[src/rtl/stream_mux_n.sv]
// stream_mux_n: NCH-channel valid/ready stream multiplexer with manual, fixed-priority
// and round-robin arbitration feeding one registered output stage (1-cycle latency).
module stream_mux_n #(
  parameter int DW = 4,
  parameter int SW = 2
) (
  input  logic                  clk,
  input  logic                  rst,
  input  logic [(2**SW)*DW-1:0] in_data,
  input  logic [(2**SW)-1:0]    in_valid,
  output logic [(2**SW)-1:0]    in_ready,
  input  logic [1:0]            mode,
  input  logic [SW-1:0]         sel,
  output logic [DW-1:0]         out_data,
  output logic [SW-1:0]         out_ch,
  output logic                  out_valid,
  input  logic                  out_ready
);

  localparam int NCH = 2**SW;
  localparam logic [1:0] MODE_MANUAL = 2'b00;
  localparam logic [1:0] MODE_RR     = 2'b10;

  logic [DW-1:0] r_out_data;
  logic [SW-1:0] r_out_ch;
  logic          r_out_valid;
  logic [SW-1:0] r_rr_ptr;

  logic          w_load;
  logic          w_found;
  logic          w_xfer;
  logic [SW-1:0] w_grant;
  logic [SW-1:0] w_idx;
  logic [DW-1:0] w_sel_data;

  // The output register may accept a word when empty or when being drained this cycle.
  assign w_load     = !r_out_valid || out_ready;
  assign w_xfer     = w_load && w_found && !rst;
  assign w_sel_data = in_data[int'(w_grant)*DW +: DW];

  // Candidate channel selection for the current mode; mode 11 falls back to fixed priority.
  always_comb begin
    w_grant = '0;
    w_found = 1'b0;
    w_idx   = '0;
    case (mode)
      MODE_MANUAL: begin
        w_grant = sel;
        w_found = in_valid[sel];
      end
      MODE_RR: begin
        // The SW-bit add wraps NCH-1 -> 0 for free.
        for (int i = 0; i < NCH; i++) begin
          w_idx = r_rr_ptr + SW'(i);
          if (!w_found && in_valid[w_idx]) begin
            w_grant = w_idx;
            w_found = 1'b1;
          end else begin
            w_grant = w_grant;
            w_found = w_found;
          end
        end
      end
      default: begin
        for (int i = NCH - 1; i >= 0; i--) begin
          if (in_valid[i]) begin
            w_grant = SW'(i);
            w_found = 1'b1;
          end else begin
            w_grant = w_grant;
            w_found = w_found;
          end
        end
      end
    endcase
  end

  // One-hot accept towards the granted channel, silent otherwise and during reset.
  always_comb begin
    in_ready = '0;
    if (w_xfer) begin
      in_ready = {{(NCH-1){1'b0}}, 1'b1} << w_grant;
    end else begin
      in_ready = '0;
    end
  end

  // Output register stage and round-robin pointer.
  always_ff @(posedge clk or posedge rst) begin
    if (rst) begin
      r_out_data  <= '0;
      r_out_ch    <= '0;
      r_out_valid <= 1'b0;
      r_rr_ptr    <= '0;
    end else if (w_load) begin
      if (w_found) begin
        r_out_data  <= w_sel_data;
        r_out_ch    <= w_grant;
        r_out_valid <= 1'b1;
        if (mode == MODE_RR) begin
          r_rr_ptr <= w_grant + SW'(1);
        end else begin
          r_rr_ptr <= r_rr_ptr;
        end
      end else begin
        r_out_valid <= 1'b0;
      end
    end else begin
      r_out_data  <= r_out_data;
      r_out_ch    <= r_out_ch;
      r_out_valid <= r_out_valid;
    end
  end

  assign out_data  = r_out_data;
  assign out_ch    = r_out_ch;
  assign out_valid = r_out_valid;

endmodule

[config.mk]
export PLATFORM = sky130hd
export DESIGN_NAME = stream_mux_n
export DESIGN_NICKNAME = d
export VERILOG_FILES = /design/src/rtl/stream_mux_n.sv
export SDC_FILE = /design/constraint.sdc
export NUM_CORES = 1
export LEC_CHECK = 0
export BUFFER_PORTS_ARGS = -buffer_cell sky130_fd_sc_hd__buf_4
export CAP_MARGIN = 20
export CORE_MARGIN = 1
export CORE_UTILIZATION = 40
export DETAILED_ROUTE_END_ITERATION = 12
export PLACE_DENSITY = 0.77
export SYNTH_ARGS = -nofsm -noshare
export SYNTH_HDL_FRONTEND = slang
export SYNTH_SLANG_ARGS = --single-unit
[constraint.sdc]
create_clock -name clk -period 2.5 [get_ports clk]
set_input_delay 0.25 -clock clk [delete_from_list [all_inputs] [get_ports clk]]
set_output_delay 0.25 -clock clk [all_outputs]
set_load 0.02 [all_outputs]
==> metrics.md <==
| Metric | Value |
|---|---|
| Hold violation count in the final report | `0` |
| Post-synthesis instance total | `97` |
| Async SR Flop Fraction | `1.00` |
| Arrival time worst endpoint | `2.14 ns` |
| Fill cell instance count of the final layout | `185` |
| Post-detailed-route wirelength per cell | `13.9 µm` |
| Final HPWL from detailed placement | `1.79 mm` |
| Upper clock frequency limit | `0.418 GHz` |
| Share of layout cells above drive strength 1 | `0.406` |
| Internal portion of total power | `0.412 mW` |
| Number of input and output port buffers inserted | `37` |
| Final setup violation count | `0` |
| Core area | `0.00204 mm²` |
| Max-cap violation count | `0` |
| Number of inserted diodes | `0` |
| Number of placement rows | `16` |
| Pre-Repair DR Iteration Count | `5` |
| Synth Net Count | `128` |
| Largest stage delay, worst path | `0.45 ns` |
| Worst min path class | `in -> reg` |
| Worst Slack Setup Final | `0.110 ns` |
| Category of the critical setup timing path | `reg -> out` |
| Cell type of the slowest stage on the worst timing path | `sky130_fd_sc_hd__dfrtp_2` |
| Drc violations | `0` |
| Die Area | `0.00247 mm²` |
| Nets | `170` |
| CTS tree | `built` |
| Boundary pin count | `38` |
| Sink Count | `9` |
| Clock buffer count from CTS | `3` |
| Drt via density | `5.62` |
| Most used flip-flop cell after synthesis | `sky130_fd_sc_hd__dfrtp_1` |
| Number of nets still failing antenna checks after routing | `0` |
| Critical Path Sink Type | `primary output` |
| Required time worst endpoint | `2.25 ns` |
| Worst hold margin | `0.324 ns` |
| Max-Slew Margin vs Limit | `0.495` |
| Netlist Area Pre-Place | `911 µm²` |
| Routed vias | `928` |
| Total global routing overflow | `0` |
| Total number of yosys warnings | `0` |
| Register clock-pin slew on the reported worst setup and hold paths | `0.06 ns` |
| P&R area growth vs syn | `38.5%` |
| Post-Place Cell Area | `0.00122 mm²` |
| Largest net degree at the start of global routing | `15` |
| Post-synthesis area per instance | `9.39 µm²` |
| Clock network fraction of design power | `0.165` |
| Power per cell area | `533 mW/mm²` |
| Post-Layout Inst Area | `0.00126 mm²` |
| Number of enable flip-flop cells after synthesis | `0` |
| Number of max-slew violations in the final report | `0` |
| Critical Path Source Type | `flip-flop` |
| Maximum root-to-sink buffer count | `2` |
| Die X-Extent | `49.7 µm` |
| Sequential cell area fraction in the yosys report | `0.247` |
| Worst vdd rail ir drop | `0.466 mV` |
| Sequential group share of total power | `0.338` |
| Wire length of the first global-routing pass | `3.84 mm` |
| GPL Wtd Cong | `0.779` |
| Count of cell types in the netlist | `33` |
| Family with the most delay on the worst path | `simple AND/OR/NAND/NOR gates` |
| Post-CTS setup buffers | `0` |
| CTS root buffer | `sky130_fd_sc_hd__clkbuf_4` |
| Max Clock Skew | `0.00314 ns` |
| Switching part of the total | `0.386` |
| Initial DRC count | `11` |
| Flop and latch count out of synthesis | `9` |
| Global-route usage over all layers | `0.200` |
| Cell-by-cell listing of the critical path | `or3b_1, o221ai_4, o21ai_1, nand2_2, inv_2, ha_1, and3_1, buf_4` |
| Ratio of final minimum period to clock period | `0.956` |
| Worst-Margin Slew | `0.753 ns` |
| Pleak | `0.604 nW` |
| Via count of the first global-routing pass | `884` |
| WL final | `2.29 mm` |
| Combinational cell fraction of total power | `0.497` |
| Top fanout value on the critical path | `7` |
| Outcome | `completed` |
| Clock H-tree levels | `1` |
| Vertical die dimension | `49.7 µm` |
| Number of buffers and inverters on the critical path | `2` |
| Initial antenna violation count | `0` |
| Reported net switching power | `0.259 mW` |
| Post-layout min period | `2.39 ns` |
| DP Worst Slack | `0.298 ns` |
| Clock latency on the worst-skew pair | `0.26 ns` |
| Effective utilization at floorplan | `0.446` |
| Reg area | `226 µm²` |
| Multi-input gate area | `661 µm²` |
-- metrics by stage --
step	instances	total power, mW	setup TNS, ns	util
floorplan	97	0.430	0	-
global placement	160	0.547	0	0.597
detailed placement	160	0.556	0	0.597
CTS	165	0.671	0	0.615
global route	165	0.718	-0.00155	0.618
finish	165	0.672	0	0.618
-- final cells by class --
class | count | area share
multi-input cells | 81 | 0.524
repair buffers | 39 | 0.234
flip-flops and latches | 9 | 0.180
well taps | 27 | 0.0268
clock buffers | 4 | 0.0208
inverters | 5 | 0.0149
-- worst register-to-register path, delay by kind of cell, from the launching register on --
family / cells / cell delay (ns)
and+or+nand+nor: 2 / 0.61
DFF: 1 / 0.45
muxes: 1 / 0.28
adders and majority gates: 1 / 0.27
AOI/OAI and AO/OA: 2 / 0.26
buffers and inverters: 1 / 0.08
-- layer usage --
layer  wire length (µm)  GRT usage  vias to the layer above
met3                120     0.0494                        6
met1                974      0.254                      437
li1                   -          -                      452
met5                  0          0                        -
met4                 31     0.0429                        0
met2               1160      0.340                       33
-- final timing paths --
kind                              from           to  slack, ns  cells after the start
max                        r_rr_ptr[1]  in_ready[3]       0.11                      8
min                         in_data[7]  out_data[3]       0.32                      3
max reg2reg                r_rr_ptr[1]  r_rr_ptr[1]       0.43                      7
min reg2reg                  out_ch[0]    out_ch[0]       0.50                      1
max in group asynchronous          rst  r_rr_ptr[1]       1.66                      3
min in group asynchronous          rst  out_data[0]       0.53                      3
-- power groups by stage --
| stage | clock (mW) | sequential [mW] | combinational (mW) |
|---|---|---|---|
| floorplan | 0 | 0.247 | 0.183 |
| global placement | 0 | 0.222 | 0.324 |
| detailed placement | 0 | 0.225 | 0.332 |
| CTS | 0.114 | 0.223 | 0.334 |
| global route | 0.120 | 0.234 | 0.365 |
| finish | 0.111 | 0.227 | 0.334 |
-- synthesized netlist by cell type (3+ instances only) --
| cell | n | area share |
|---|---|---|
| sky130_fd_sc_hd__ha_1 | 4 | 0.055 |
| sky130_fd_sc_hd__inv_1 | 4 | 0.016 |
| sky130_fd_sc_hd__nand2_1 | 6 | 0.025 |
| sky130_fd_sc_hd__dfrtp_1 | 9 | 0.25 |
| sky130_fd_sc_hd__and3_1 | 5 | 0.034 |
| sky130_fd_sc_hd__mux2i_1 | 12 | 0.13 |
| sky130_fd_sc_hd__nor2_1 | 8 | 0.033 |
| sky130_fd_sc_hd__a21oi_1 | 3 | 0.016 |
| sky130_fd_sc_hd__mux2_1 | 4 | 0.049 |
| sky130_fd_sc_hd__mux2_2 | 5 | 0.062 |
| sky130_fd_sc_hd__nor2b_1 | 3 | 0.021 |
| sky130_fd_sc_hd__a211oi_1 | 5 | 0.041 |
-- what timing repair did --
action | 4_1_cts | 5_1_grt
hold buffers | 1 | 0
setup endpoints to repair | 0 | 4
gates resized for setup | 0 | 2
endpoints found under the hold margin | 9 | 0
-- cell usage in the layout, fill, tap and decap left out, types with 4 or more instances in the layout --
cell type                   n
sky130_fd_sc_hd__dfrtp_1    8
sky130_fd_sc_hd__mux2_1     4
sky130_fd_sc_hd__mux2_2     5
sky130_fd_sc_hd__mux2i_1   11
sky130_fd_sc_hd__buf_4     38
sky130_fd_sc_hd__and3_1     5
sky130_fd_sc_hd__nor2_1     8
sky130_fd_sc_hd__nand2_1    6
sky130_fd_sc_hd__ha_1       4
sky130_fd_sc_hd__a211oi_1   5
sky130_fd_sc_hd__inv_1      4
-- sequential cells by signal, summed over array words and instances, names as in the netlist --
| name | count |
|---|---|
| r_rr_ptr | 2 |
| out_data | 4 |
| out_ch | 2 |
| out_valid | 1 |
-- logic make-up (layout without fill, tap and decap cells) --
kind of cell / Yosys count / count (layout) / share of synthesized area
multiplexers: 21 / 21 / 0.243
flip-flops: 9 / 9 / 0.247
buffers and inverters: 7 / 48 / 0.0316
adder cells (fa/ha/maj): 4 / 4 / 0.0549
AO/OA/AOI/OAI: 21 / 21 / 0.214
AND/OR/NAND/NOR: 35 / 35 / 0.209
Power figures use the tool's default switching activity.
